**config.mk**
```make
export PLATFORM = sky130hd
export DESIGN_NAME = alu_sequencer
export DESIGN_NICKNAME = d
export VERILOG_FILES = /design/src/rtl/alu_sequencer.sv
export SDC_FILE = /design/constraint.sdc
export NUM_CORES = 1
export LEC_CHECK = 0
export CAP_MARGIN = 5
export CORE_MARGIN = 4
export CORE_UTILIZATION = 50
export DETAILED_ROUTE_END_ITERATION = 8
export PLACE_DENSITY = 0.8
export SYNTH_ARGS = -nofsm -noshare
export SYNTH_HDL_FRONTEND = slang
export SYNTH_SLANG_ARGS = --single-unit
```
**constraint.sdc**
```tcl
create_clock -name clk -period 3.2 [get_ports clk]
set_clock_uncertainty 0.15 [all_clocks]
set_input_delay 0.8 -clock clk [delete_from_list [all_inputs] [get_ports clk]]
set_output_delay 0.8 -clock clk [all_outputs]
set_load 0.01 [all_outputs]
```
**src/rtl/alu_sequencer.sv**
```systemverilog
// Operation sequencer for the 4-bit ALU: single-cycle ops finish in one cycle,
// shift-add multiply and restoring divide iterate over ITER cycles.
module alu_sequencer #(
    parameter int WIDTH = 4,
    parameter int ITER  = 4
) (
    input  logic               clk,
    input  logic               rst,
    input  logic               in_valid,
    output logic               in_ready,
    input  logic [3:0]         op,
    input  logic [WIDTH-1:0]   a,
    input  logic [WIDTH-1:0]   b,
    output logic               out_valid,
    input  logic               out_ready,
    output logic [2*WIDTH-1:0] result,
    output logic               carry,
    output logic               zero,
    output logic               lt,
    output logic               eq,
    output logic               gt,
    output logic               err
);

    localparam int W  = WIDTH;
    localparam int CW = (ITER > 1) ? $clog2(ITER) : 1;
    localparam logic [CW-1:0] LAST = CW'(ITER - 1);

    typedef enum logic [3:0] {
        OP_ADD  = 4'd0,
        OP_SUB  = 4'd1,
        OP_AND  = 4'd2,
        OP_OR   = 4'd3,
        OP_XOR  = 4'd4,
        OP_NOTA = 4'd5,
        OP_SHL  = 4'd6,
        OP_SHR  = 4'd7,
        OP_CMP  = 4'd8,
        OP_MUL  = 4'd9,
        OP_DIV  = 4'd10
    } op_e;

    typedef enum logic [1:0] {
        IDLE,
        ITER_ST,
        DONE
    } state_e;

    state_e           state;
    logic [CW-1:0]    cnt;
    logic [2*W-1:0]   acc;
    logic [W-1:0]     a_q;
    logic [W-1:0]     b_q;
    logic             is_div;

    logic [W:0]       sum5;
    logic [W:0]       diff5;
    logic [2*W-1:0]   alu_res;
    logic             alu_c;
    logic             alu_err;
    logic             is_iter;

    logic [W:0]       mul_sum;
    logic [W:0]       div_trial;
    logic [W:0]       div_diff;
    logic [2*W-1:0]   step_next;

    // Single-cycle datapath, evaluated on the live inputs at acceptance.
    always_comb begin
        // NOTE: every output of this block gets a default first, so no path leaves one unassigned and infers a latch.
        alu_res = '0;
        alu_c   = 1'b0;
        alu_err = 1'b0;
        sum5    = {1'b0, a} + {1'b0, b};
        diff5   = {1'b0, a} + {1'b0, ~b} + {{W{1'b0}}, 1'b1};
        is_iter = 1'b0;
        case (op)
            OP_ADD: begin
                alu_res = {{W{1'b0}}, sum5[W-1:0]};
                alu_c   = sum5[W];
            end
            OP_SUB: begin
                alu_res = {{W{1'b0}}, diff5[W-1:0]};
                alu_c   = diff5[W];
            end
            OP_AND:  alu_res = {{W{1'b0}}, a & b};
            OP_OR:   alu_res = {{W{1'b0}}, a | b};
            OP_XOR:  alu_res = {{W{1'b0}}, a ^ b};
            OP_NOTA: alu_res = {{W{1'b0}}, ~a};
            OP_SHL: begin
                alu_res = {{W{1'b0}}, a[W-2:0], 1'b0};
                alu_c   = a[W-1];
            end
            OP_SHR: begin
                alu_res = {{W{1'b0}}, 1'b0, a[W-1:1]};
                alu_c   = a[0];
            end
            OP_CMP:  alu_res = '0;
            OP_MUL:  is_iter = 1'b1;
            OP_DIV: begin
                if (b == '0) begin
                    alu_res = {a, {W{1'b1}}};
                    alu_err = 1'b1;
                end else begin
                    is_iter = 1'b1;
                end
            end
            default: alu_err = 1'b1;
        endcase
    end

    // One iteration step. MUL: acc is the product register P.
    // DIV: acc holds {remainder, dividend/quotient shift register}.
    always_comb begin
        mul_sum   = {1'b0, acc[2*W-1:W]} + (acc[0] ? {1'b0, b_q} : '0);
        div_trial = {acc[2*W-1:W], acc[W-1]};
        div_diff  = div_trial - {1'b0, b_q};
        step_next = '0;
        if (is_div) begin
            if (div_trial >= {1'b0, b_q})
                step_next = {div_diff[W-1:0], acc[W-2:0], 1'b1};
            else
                step_next = {div_trial[W-1:0], acc[W-2:0], 1'b0};
        end else begin
            step_next = {mul_sum, acc[W-1:1]};
        end
    end

    always_ff @(posedge clk or posedge rst) begin
        if (rst) begin
            // NOTE: the accumulator and captured operands are cleared too, so an aborted operation leaves no stale state behind.
            state     <= IDLE;
            cnt       <= '0;
            acc       <= '0;
            a_q       <= '0;
            b_q       <= '0;
            is_div    <= 1'b0;
            in_ready  <= 1'b0;
            out_valid <= 1'b0;
            result    <= '0;
            carry     <= 1'b0;
            zero      <= 1'b0;
            lt        <= 1'b0;
            eq        <= 1'b0;
            gt        <= 1'b0;
            err       <= 1'b0;
        end else begin
            // NOTE: non-blocking assignments throughout, so every register samples pre-edge values.
            case (state)
                IDLE: begin
                    in_ready <= 1'b1;
                    if (in_valid && in_ready) begin
                        a_q      <= a;
                        b_q      <= b;
                        is_div   <= (op == OP_DIV);
                        in_ready <= 1'b0;
                        if (is_iter) begin
                            acc   <= {{W{1'b0}}, a};
                            cnt   <= '0;
                            state <= ITER_ST;
                        end else begin
                            result    <= alu_res;
                            carry     <= alu_c;
                            zero      <= (alu_res == '0);
                            lt        <= (a < b);
                            eq        <= (a == b);
                            gt        <= (a > b);
                            err       <= alu_err;
                            out_valid <= 1'b1;
                            state     <= DONE;
                        end
                    end
                end
                ITER_ST: begin
                    acc <= step_next;
                    cnt <= cnt + 1'b1;
                    if (cnt == LAST) begin
                        result    <= step_next;
                        carry     <= 1'b0;
                        zero      <= (step_next == '0);
                        lt        <= (a_q < b_q);
                        eq        <= (a_q == b_q);
                        gt        <= (a_q > b_q);
                        err       <= 1'b0;
                        out_valid <= 1'b1;
                        state     <= DONE;
                    end
                end
                DONE: begin
                    if (out_ready) begin
                        out_valid <= 1'b0;
                        in_ready  <= 1'b1;
                        state     <= IDLE;
                    end
                end
                default: state <= IDLE;
            endcase
        end
    end

endmodule

```
# Yosys cells after proc, flatten, opt, wreduce, memory -nomap -nowiden
# Cells that the tools add are included.
# Widths: inputs -> output; s select.
# word_totals
memories	0
latchBits	0
output_inout_bits	16
reg_bits	37
mem_bits_rw	0
word_cells	123
romBits	0
# op_classes
n_addsub	6
bitwise	5
mul	0
n_eq_ne	20
n_lt_le_gt_ge	5
n_mux	56
reduce_logical	16
n_shift	0
div	0
# op_table
operator	n
$pmux 8 s9	1
$mux 8	8
$pmux 8 s2	2
$mux 1	25
$pmux 1 s2	9
$eq 4x3->1 const B	4
$logic_not 8->1	2
$add 4x4->5	3
$eq 4x4->1 const B	3
$mux 2	6
$ne 2x2->1 const B	5
$reduce_or 10->1	1
$eq 4x2->1 const B	2
$eq 4x4->1	2
$gt 4x4->1	2
$logic_not 4->1	2
$lt 4x4->1	2
$not 4->4	2
$pmux 2 s3	1
$reduce_and 3->1	2
$add 5x1->5 const B	1
$ge 5x4->1	1
$reduce_and 5->1	1
$and 4x4->4	1
17 further kinds	20

# Longest topological paths before layout
# logic_depth
depth_word	8
ltp_mapped	10

# Least setup slack after synthesis
# No wires, ideal clock.
# synth_timing
path_kind	input port to flip-flop
from	input port a[0]
to	register zero
stages	10
path_slack_ps	355
required_time_ps	2963
arrival_ps	2608
setup_time_ps	87
n_path_buf	0
cell_sequence	inv_1 > ha_1 > inv_1 > fa_1 > nand4bb_1 > o31a_1 > o221ai_1 > a2111oi_0 > nand4_1 > o211ai_1
# synth_between
elab_chain_cells	7
word_cells_on_any_way	13
# synth_rtl
item	line_no	rtl
from (decl)	12	input logic [WIDTH-1:0] a,
$add 4x4->5	75	diff5 = {1'b0, a} + {1'b0, ~b} + {{W{1'b0}}, 1'b1};
$add 5x1->5	75	
$pmux 8 s9 (*)	77	case (op)
$logic_not 8->1 (*)	164	zero <= (alu_res == '0);
$mux 1 (*)	157	if (is_iter) begin
$mux 1 (*)	152	if (in_valid && in_ready) begin
$pmux 1 s2 (*)	149	case (state)
to (signal assigned)	164	
to (signal assigned)	180	zero <= (step_next == '0);
to (decl)	18	output logic zero,
# Mark *: on every way between the ends. The rest lies on a longest branch, timed or not. The select of a mux whose other input is x is not followed.
# A chain may end at the register's enable or synchronous reset.

# Worst setup path in the final report
# layout_timing
from	input port b[0]
to	register zero
# layout_between
elab_chain_cells	8
word_cells_on_any_way	18
# layout_rtl
item	line_no	rtl
from (decl)	13	input logic [WIDTH-1:0] b,
$not 4->4	75	
$add 4x4->5	75	
$add 5x1->5	75	
$pmux 8 s9	77	
$logic_not 8->1	164	
$mux 1	157	
$mux 1	152	
$pmux 1 s2	149	
# Several ways; a longest one is shown, not always the timed one. The select of a mux whose other input is x is not followed.

==> metrics.txt <==
vias in the first global route=2,707; Setup crit end=zero$_DFFE_PP0P_; maximum fanout along the worst path=6; DRT iter0 DRCs=192; die width=84.38 µm; Area Overhead vs Synth=22.18%; most frequent cells in the layout=nand2_1 (40), dfrtp_1 (37), clkdlybuf4s50_1 (31), buf_4 (31), inv_1 (28); fmax=around 330 MHz; R2R cell count=7; first-pass GRT wire length=13,510 µm; DR DRC count=0; EDFF count, synth=0; clk sinks=37; GRT Util Overall=23.32%; Async SR Flop Fraction=100.0%; Final ANT Viol Nets=0; worst path cell trace=clkdlybuf4s50_1 -> buf_4 -> or4_4 -> a21oi_2 -> a31oi_1 -> a211oi_1 -> buf_4 -> nand4_1 -> o211ai_1; Yosys top cell area share=31.75%; Tmin final=3054 ps; critical path class=input pin to flop; worst hold path depth=2; critical path endpoint category=flop; nets@finish=434; leading area contributor after synthesis=dfrtp_1; largest net degree at the start of global routing=38; CTS max path bufs=2; hold path start=carry$_DFFE_PP0P_; Synth area leaders=dfrtp_1 (32%), ha_1 (11%), nand2_1 (5.1%); reg2reg start=acc[5]$_DFFE_PP0P_; Rows=27; r2r setup slk=approximately 530 ps; Final WS setup=146.3 ps; Worst Tran Pin Value=902.1 ps; total power=2.871 mW; fin cells=462; period utilisation layout=95.43%; Routed WL per cell=16.88 µm; final hold vios=0; # IOs=32; DR vias=2,730; Distinct cells, synth=59; Syn Area/Cell=8.553 µm²; RSZ-0062 raised after global routing=false; CP Data Arrival Time=3120 ps; sequential fraction of the synthesis area=31.75%; share of layout cells above drive strength 1=between 10% and 20%; Hold WC Path Type=flop to flop; dpl ws=-199.4 ps; HPWL Detailed=6081 µm; CTS tree=yes; CTS H-Tree Depth=2; max-capacitance violation count=0; Reg clk slew, reported paths=about 80 ps; # setup viols final=0; delay of the slowest cell on the worst path=500 ps; WL final=7799 µm; Initial Utilization=~52%; CP startpoint=b[0]; initial antenna violation count=0; Post-synth top flop=dfrtp_1; root buf cell=clkbuf_8; vias per cell=5.909; ant diodes=0; Yosys warnings=0; GRT overflow=0; outcome=finished clean; Slew Limit Fails=0; IO Port Bufs=31; Pwr Density=805.7 nW/µm²; Slowest-stage cell, CP=or4_4; TritonRoute pass-1 iters=4; Core Area=approximately 5600 µm²; full die area=just over 7000 µm²; worst skew pair latency=300 ps; CP dominant cell by count=buf_4; worst vdd ir=489.3 µV; Routability Congestion=0.9310; cell area after synthesis=2917 µm²; Post-Synthesis Cells=341; Critical Path RT=3270 ps; Chip Height=84.38 µm; Yosys reg bits=37; commonest non-fill, non-tap cell in the layout=nand2_1; relative slew slack=between 30% and 40%; final setup TNS=0 ps; leak pwr=1.631 nW; synthesized net count=a little under 400; dpl cells=around 450; crit start category=input pin; end of the worst register-to-register path=acc[5]$_DFFE_PP0P_; cts bufs inserted=5
==> logic make-up after synthesis <==
logic type / after synthesis / synth area share, %
compound gates: 105 / 25.36
xor+xnor: 4 / 1.201
fa+ha+maj: 29 / 13.47
buf+inv: 49 / 6.950
flops: 37 / 31.75
mux: 7 / 2.574
simple gates: 110 / 18.70
==> worst max-delay path, delay by kind of cell <==
kind,cells,cell delay (ps)
compound gates,4,910
simple gates,2,580
buf+inv,3,830
==> power breakdown <==
group | switching [mW] | internal [mW] | total [mW]
combinational | 0.846 | 0.785 | 1.63
sequential | 0.185 | 0.679 | 0.864
clock | 0.177 | 0.199 | 0.376
total | 1.21 | 1.66 | 2.87
==> state kept, by name (all words and copies together), names as in the netlist <==
register   cells
out_valid      1
err            1
is_div         1
cnt            2
gt             1
lt             1
zero           1
b_q            4
a_q            4
carry          1
eq             1
in_ready       1
result         8
acc            8
state          2
==> metal layers <==
metal | global-route usage, % | share of wire (%)
met1 | 32.01 | 45
met3 | 4.416 | 6.9
met5 | 0 | 0
met4 | 7.482 | 2.2
met2 | 37.23 | 46
==> stage by stage <==
stage	cell area, µm²	utilization (%)	hold WS [ps]
final	3563	63.93	336.3
after global routing	3563	63.93	365.0
after CTS	3557	63.82	340.7
after detailed placement	3452	61.93	320.4
after global placement	3452	61.93	315.2
after floorplan	2917	-	317.4
==> area by class of cell <==
type                    count  area, µm²
fillers                   470       2011
multi-input cells         255       1794
flip-flops and latches     37      925.9
repair buffers             62      543.0
inverters                  28      105.1
clock buffers               7      96.34
well taps                  72      90.09
clock inverters             1      8.758
==> synthesized netlist by cell type, drive strengths merged, types with 3 or more instances <==
cell     instances
a211o            3
nor4             4
clkbuf          13
o31ai            5
o21ai           23
xnor2            4
dfrtp           37
o211ai           5
a31oi           11
nand2b           5
a211oi           9
a21oi           18
a2111oi          3
ha              25
a21o             6
mux2             4
and2             4
o211a            3
inv             28
nor3             5
and3             3
nor2b            5
nor2            25
nand2           40
or3              3
buf              8
fa               4
nand4            3
mux2i            3
==> worst min-delay path by stage <==
stage	to	slack, ps
after floorplan	cnt[0]$_DFFE_PP0P_	320
after global routing	err$_DFFE_PP0P_	370
after detailed placement	err$_DFFE_PP0P_	320
after global placement	eq$_DFFE_PP0P_	320
after CTS	result[0]$_DFFE_PP0P_	340
final	carry$_DFFE_PP0P_	340
==> timing repair <==
item | 4_1_cts | 5_1_grt
hold buffers | 0 | 0
setup endpoints to repair | 0 | 2
resized for setup | 0 | 2
setup buffers | 0 | 0
(Power assumes the default switching activity.)
